<file path="src/rtl/param_updown_counter.sv">
// Parametrised modulo-MODULUS up/down counter with load, clear and optional saturation.
// Provides a combinational terminal-count flag and a registered overflow pulse for cascading.
module param_updown_counter #(
  parameter int unsigned WIDTH    = 8,
  parameter int unsigned MODULUS  = 256,
  parameter bit          SATURATE = 1'b0
) (
  input  logic             clk,
  input  logic             reset,
  input  logic             sync_clear,
  input  logic             load,
  input  logic [WIDTH-1:0] load_value,
  input  logic             enable,
  input  logic             count_down,
  output logic [WIDTH-1:0] count,
  output logic             terminal,
  output logic             overflow
);

  localparam logic [WIDTH-1:0] MaxCount = WIDTH'(MODULUS - 1);
  localparam logic [WIDTH-1:0] One      = WIDTH'(1);

  logic [WIDTH-1:0] count_q, count_d;
  logic             overflow_q, overflow_d;
  logic             at_bound;

  // Bound depends on the direction currently requested, not the last step taken.
  assign at_bound = count_down ? (count_q == '0) : (count_q == MaxCount);

  always_comb begin
    count_d    = count_q;
    overflow_d = 1'b0;
    if (sync_clear) begin
      count_d = count_down ? MaxCount : '0;
    end else if (load) begin
      count_d = (load_value > MaxCount) ? MaxCount : load_value;
    end else if (enable) begin
      if (at_bound) begin
        overflow_d = 1'b1;
        if (!SATURATE) begin
          count_d = count_down ? MaxCount : '0;
        end
      end else begin
        count_d = count_down ? (count_q - One) : (count_q + One);
      end
    end
  end

  always_ff @(posedge clk or negedge reset) begin
    if (!reset) begin
      count_q    <= '0;
      overflow_q <= 1'b0;
    end else begin
      count_q    <= count_d;
      overflow_q <= overflow_d;
    end
  end

  assign count    = count_q;
  assign terminal = at_bound;
  assign overflow = overflow_q;

endmodule

</file>
<file path="config.mk">
export PLATFORM = sky130hd
export DESIGN_NAME = param_updown_counter
export DESIGN_NICKNAME = d
export VERILOG_FILES = /design/src/rtl/param_updown_counter.sv
export SDC_FILE = /design/constraint.sdc
export NUM_CORES = 1
export LEC_CHECK = 0
export ABC_AREA = 1
export CORE_MARGIN = 10
export CORE_UTILIZATION = 47
export DETAILED_ROUTE_END_ITERATION = 16
export GPL_TIMING_DRIVEN = 0
export PLACE_DENSITY = 0.87
export SYNTH_ARGS = -nofsm -noshare
export SYNTH_HDL_FRONTEND = slang
export SYNTH_SLANG_ARGS = --single-unit
</file>
<file path="constraint.sdc">
create_clock -name clk -period 1.9 [get_ports clk]
set_input_delay 0.285 -clock clk [delete_from_list [all_inputs] [get_ports clk]]
set_output_delay 0.285 -clock clk [all_outputs]
set_load 0.05 [all_outputs]
</file>
==> flow_summary.json <==
{
  "slew_viol_final": 0,
  "routed-via-count": 972,
  "ios": 24,
  "syn-num-nets": 157,
  "synth-xor-area-share_pct": 2.93,
  "start_util_pct": 50.8,
  "clockBufferDepth": 2,
  "slew-limit-headroom_pct": 55.5,
  "nets": 184,
  "synth-edff-count": 0,
  "die_w_um": 63.7,
  "final_cells": 187,
  "grt_start_max_net_pins": 11,
  "vdd_ir_drop_max_v": 0.000327,
  "synth_top_area_share_pct": 25.1,
  "antenna_found_initial": 0,
  "clock_power_share_pct": 17.0,
  "tightest_slew_ns": 0.668,
  "required_ns": 1.62,
  "synth.area.mux_share_pct": 0,
  "finalHoldViolCount": 0,
  "viasPerCell": 5.20,
  "drtIter0Drc": 60,
  "synthToLayoutAreaGrowth_pct": 31.4,
  "synthArstFlopShare_pct": 100,
  "totalWireLength_um": 2410,
  "drive_gt1_share_pct": 10.5,
  "synth_ff_type": "dfrtp_1",
  "cts.sinks": 9,
  "core_area_sq_um": 1760,
  "clkLatencyLatePin_ns": 0.26,
  "htreeDepth": 1,
  "setup_viol": 0,
  "core.rowCount": 15,
  "n_antenna_cell": 0,
  "cts_tree": "done",
  "dieHeight_um": 63.7,
  "end_kind": "output port",
  "syn_area_per_cell_sq_um": 6.59,
  "synth_compound_area_share_pct": 10.2,
  "critPathSlowestCell": "clkdlybuf4s50_1",
  "overflow": 0,
  "synth_area_sq_um": 896,
  "fmax_mhz": 547,
  "hold_class": "in -> async",
  "post_dp_cell_area_sq_um": 1150,
  "fin_crit_sh_pct": 96.2,
  "synthTopCellsByCount": "nand2_1 (37), nor2_1 (27), inv_1 (15)",
  "hold_buffers": 0,
  "design_area_sq_um": 1180,
  "finalClockSkew_ns": 0.00253,
  "p_int_w": 0.000479,
  "cp.arrival_ns": 1.54,
  "period_needed_ns": 1.83,
  "dpl.hpwl_um": 1960,
  "status": "complete, no violations",
  "grt_pass1_wl_um": 4040,
  "cts_made_buffers": 3,
  "rsz0062_at_grt": "no",
  "crit_chain": "clkdlybuf4s50_1",
  "ys_top_cells_by_area": "dfrtp_1 (25%), nand2_1 (16%), nor2_1 (11%)",
  "power.density_nw_per_um2": 735,
  "path_buf_inv": 1,
  "ant_nets": 0,
  "path_clk_slew_ns": 0.06,
  "synth.most_common_cell": "nand2_1",
  "cp_top_family": "buffers and inverters",
  "drc": 0,
  "regArea_sq_um": 228,
  "cts-root-buf": "clkbuf_4",
  "power_frac_comb_pct": 53.4,
  "dr.pass1.iters": 5,
  "ys_seq_area_share_pct": 25.1,
  "synth_fa_ha_area_share_pct": 10.6,
  "p_leak_nw": 0.588,
  "pwr-share-seq_pct": 29.6,
  "switching_share_pct": 44.7,
  "die_area_sq_um": 4050,
  "synth_seq_cells": 9,
  "p_sw_w": 0.000387,
  "yosys.area.top_type": "dfrtp_1",
  "synthSimpleGateAreaFrac_pct": 43.4,
  "first_global_vias": 899,
  "critical_path_class": "reg -> out",
  "ys_warn_count": 0,
  "maxCapViolCount": 0,
  "critPathMaxFanout": 5,
  "fill_cells": 160,
  "wl_per_cell_um": 12.9,
  "ys_types": 22,
  "synthCells": 136,
  "grt_use_total_pct": 12.1,
  "multiInputGateArea_sq_um": 602,
  "place.gp.congestion": 0.883,
  "io_buffers": 22,
  "placed_cells": 183,
  "start_kind": "flip-flop",
  "synth_top_family_by_area": "simple AND/OR/NAND/NOR gates",
  "crit_path_max_incr_delay_ns": 0.84
}
## routing by layer
| metal | wire (um) | vias to the layer above | track usage (%) |
|---|---|---|---|
| li1 | - | 486 | - |
| met1 | 975 | 436 | 13.9 |
| met2 | 1190 | 44 | 20.2 |
| met3 | 197 | 6 | 4.06 |
| met4 | 42 | 0 | 4.10 |
| met5 | 0 | - | 0 |
## worst paths after layout
| path | depth (start not counted) | from | to | slack, ns |
|---|---|---|---|---|
| setup / recovery | 1 | count[6]$_DFFE_PN0P_ | count[6] | 0.07 |
| hold / removal | 1 | reset | overflow$_DFF_PN0_ | 0.33 |
| setup reg to reg | 12 | count[0]$_DFFE_PN0P_ | count[6]$_DFFE_PN0P_ | 0.15 |
| hold reg to reg | 2 | count[3]$_DFFE_PN0P_ | count[3]$_DFFE_PN0P_ | 0.63 |
| max in group asynchronous | 1 | reset | count[0]$_DFFE_PN0P_ | 1.25 |
| min in group clk | 4 | sync_clear | count[6]$_DFFE_PN0P_ | 0.41 |
## layout by cell type, fill, tap and decap left out, types with 2 or more instances in the layout
| master | n |
|---|---|
| clkdlybuf4s50_1 | 19 |
| xnor2_1 | 2 |
| dfrtp_1 | 7 |
| a21oi_1 | 8 |
| or2_1 | 2 |
| clkbuf_4 | 4 |
| nor2_1 | 27 |
| a22oi_1 | 3 |
| inv_1 | 15 |
| ha_1 | 6 |
| nor2_4 | 5 |
| nand2_1 | 37 |
| o211ai_1 | 2 |
| dfrtp_2 | 2 |
| nand3b_1 | 2 |
| nand3_1 | 9 |
## kinds of logic (layout without fill, tap and decap cells)
family,count (synthesis),count (layout)
AO/OA/AOI/OAI,15,15
XOR/XNOR,3,3
adder cells (fa/ha/maj),7,7
buffers and inverters,18,44
flip-flops,9,9
AND/OR/NAND/NOR,84,84
## cell type report
cell class                 instances  share of cell area [%]
multi-input combinational        109                    51.1
sequential                         9                    19.3
timing repair buffer              22                    18.8
inverter                          17                    5.42
tap                               25                    2.66
clock buffer                       4                    2.23
buffer                             1                   0.425
## timing repair
| action | 4_1_cts | 5_1_grt |
|---|---|---|
| gates resized for setup | 8 | 3 |
| setup buffers | 0 | 0 |
| endpoints found under the setup margin | 6 | 3 |
## power by group through the flow
stage                     clock [W]  combinational, W  sequential [W]
final                      0.000147          0.000462        0.000256
after global routing       0.000166          0.000509        0.000259
after CTS                  0.000151          0.000463        0.000254
after detailed placement          0          0.000462        0.000258
after global placement            0          0.000449        0.000258
after floorplan                   0          0.000243        0.000333
## stage by stage
| step | hold WS, ns | setup slack (ns) | total power [W] | util, % | setup TNS, ns |
|---|---|---|---|---|---|
| 2_1_floorplan | -0.0106 | 0.0305 | 0.000576 | - | 0 |
| 3_3_place_gp | 0.601 | -0.747 | 0.000707 | 65.1 | -2.62 |
| 3_5_place_dp | 0.606 | -0.779 | 0.000719 | 65.1 | -3.03 |
| 4_1_cts | 0.323 | 0.0446 | 0.000869 | 66.4 | 0 |
| 5_1_grt | 0.354 | 0.0195 | 0.000935 | 66.7 | 0 |
| 6_report | 0.327 | 0.0721 | 0.000866 | 66.7 | 0 |
## sequential cells by signal, summed over array words and instances, names as in the netlist
name      flops
overflow      1
count         8
Note: power is estimated with default switching activity, not from simulation.
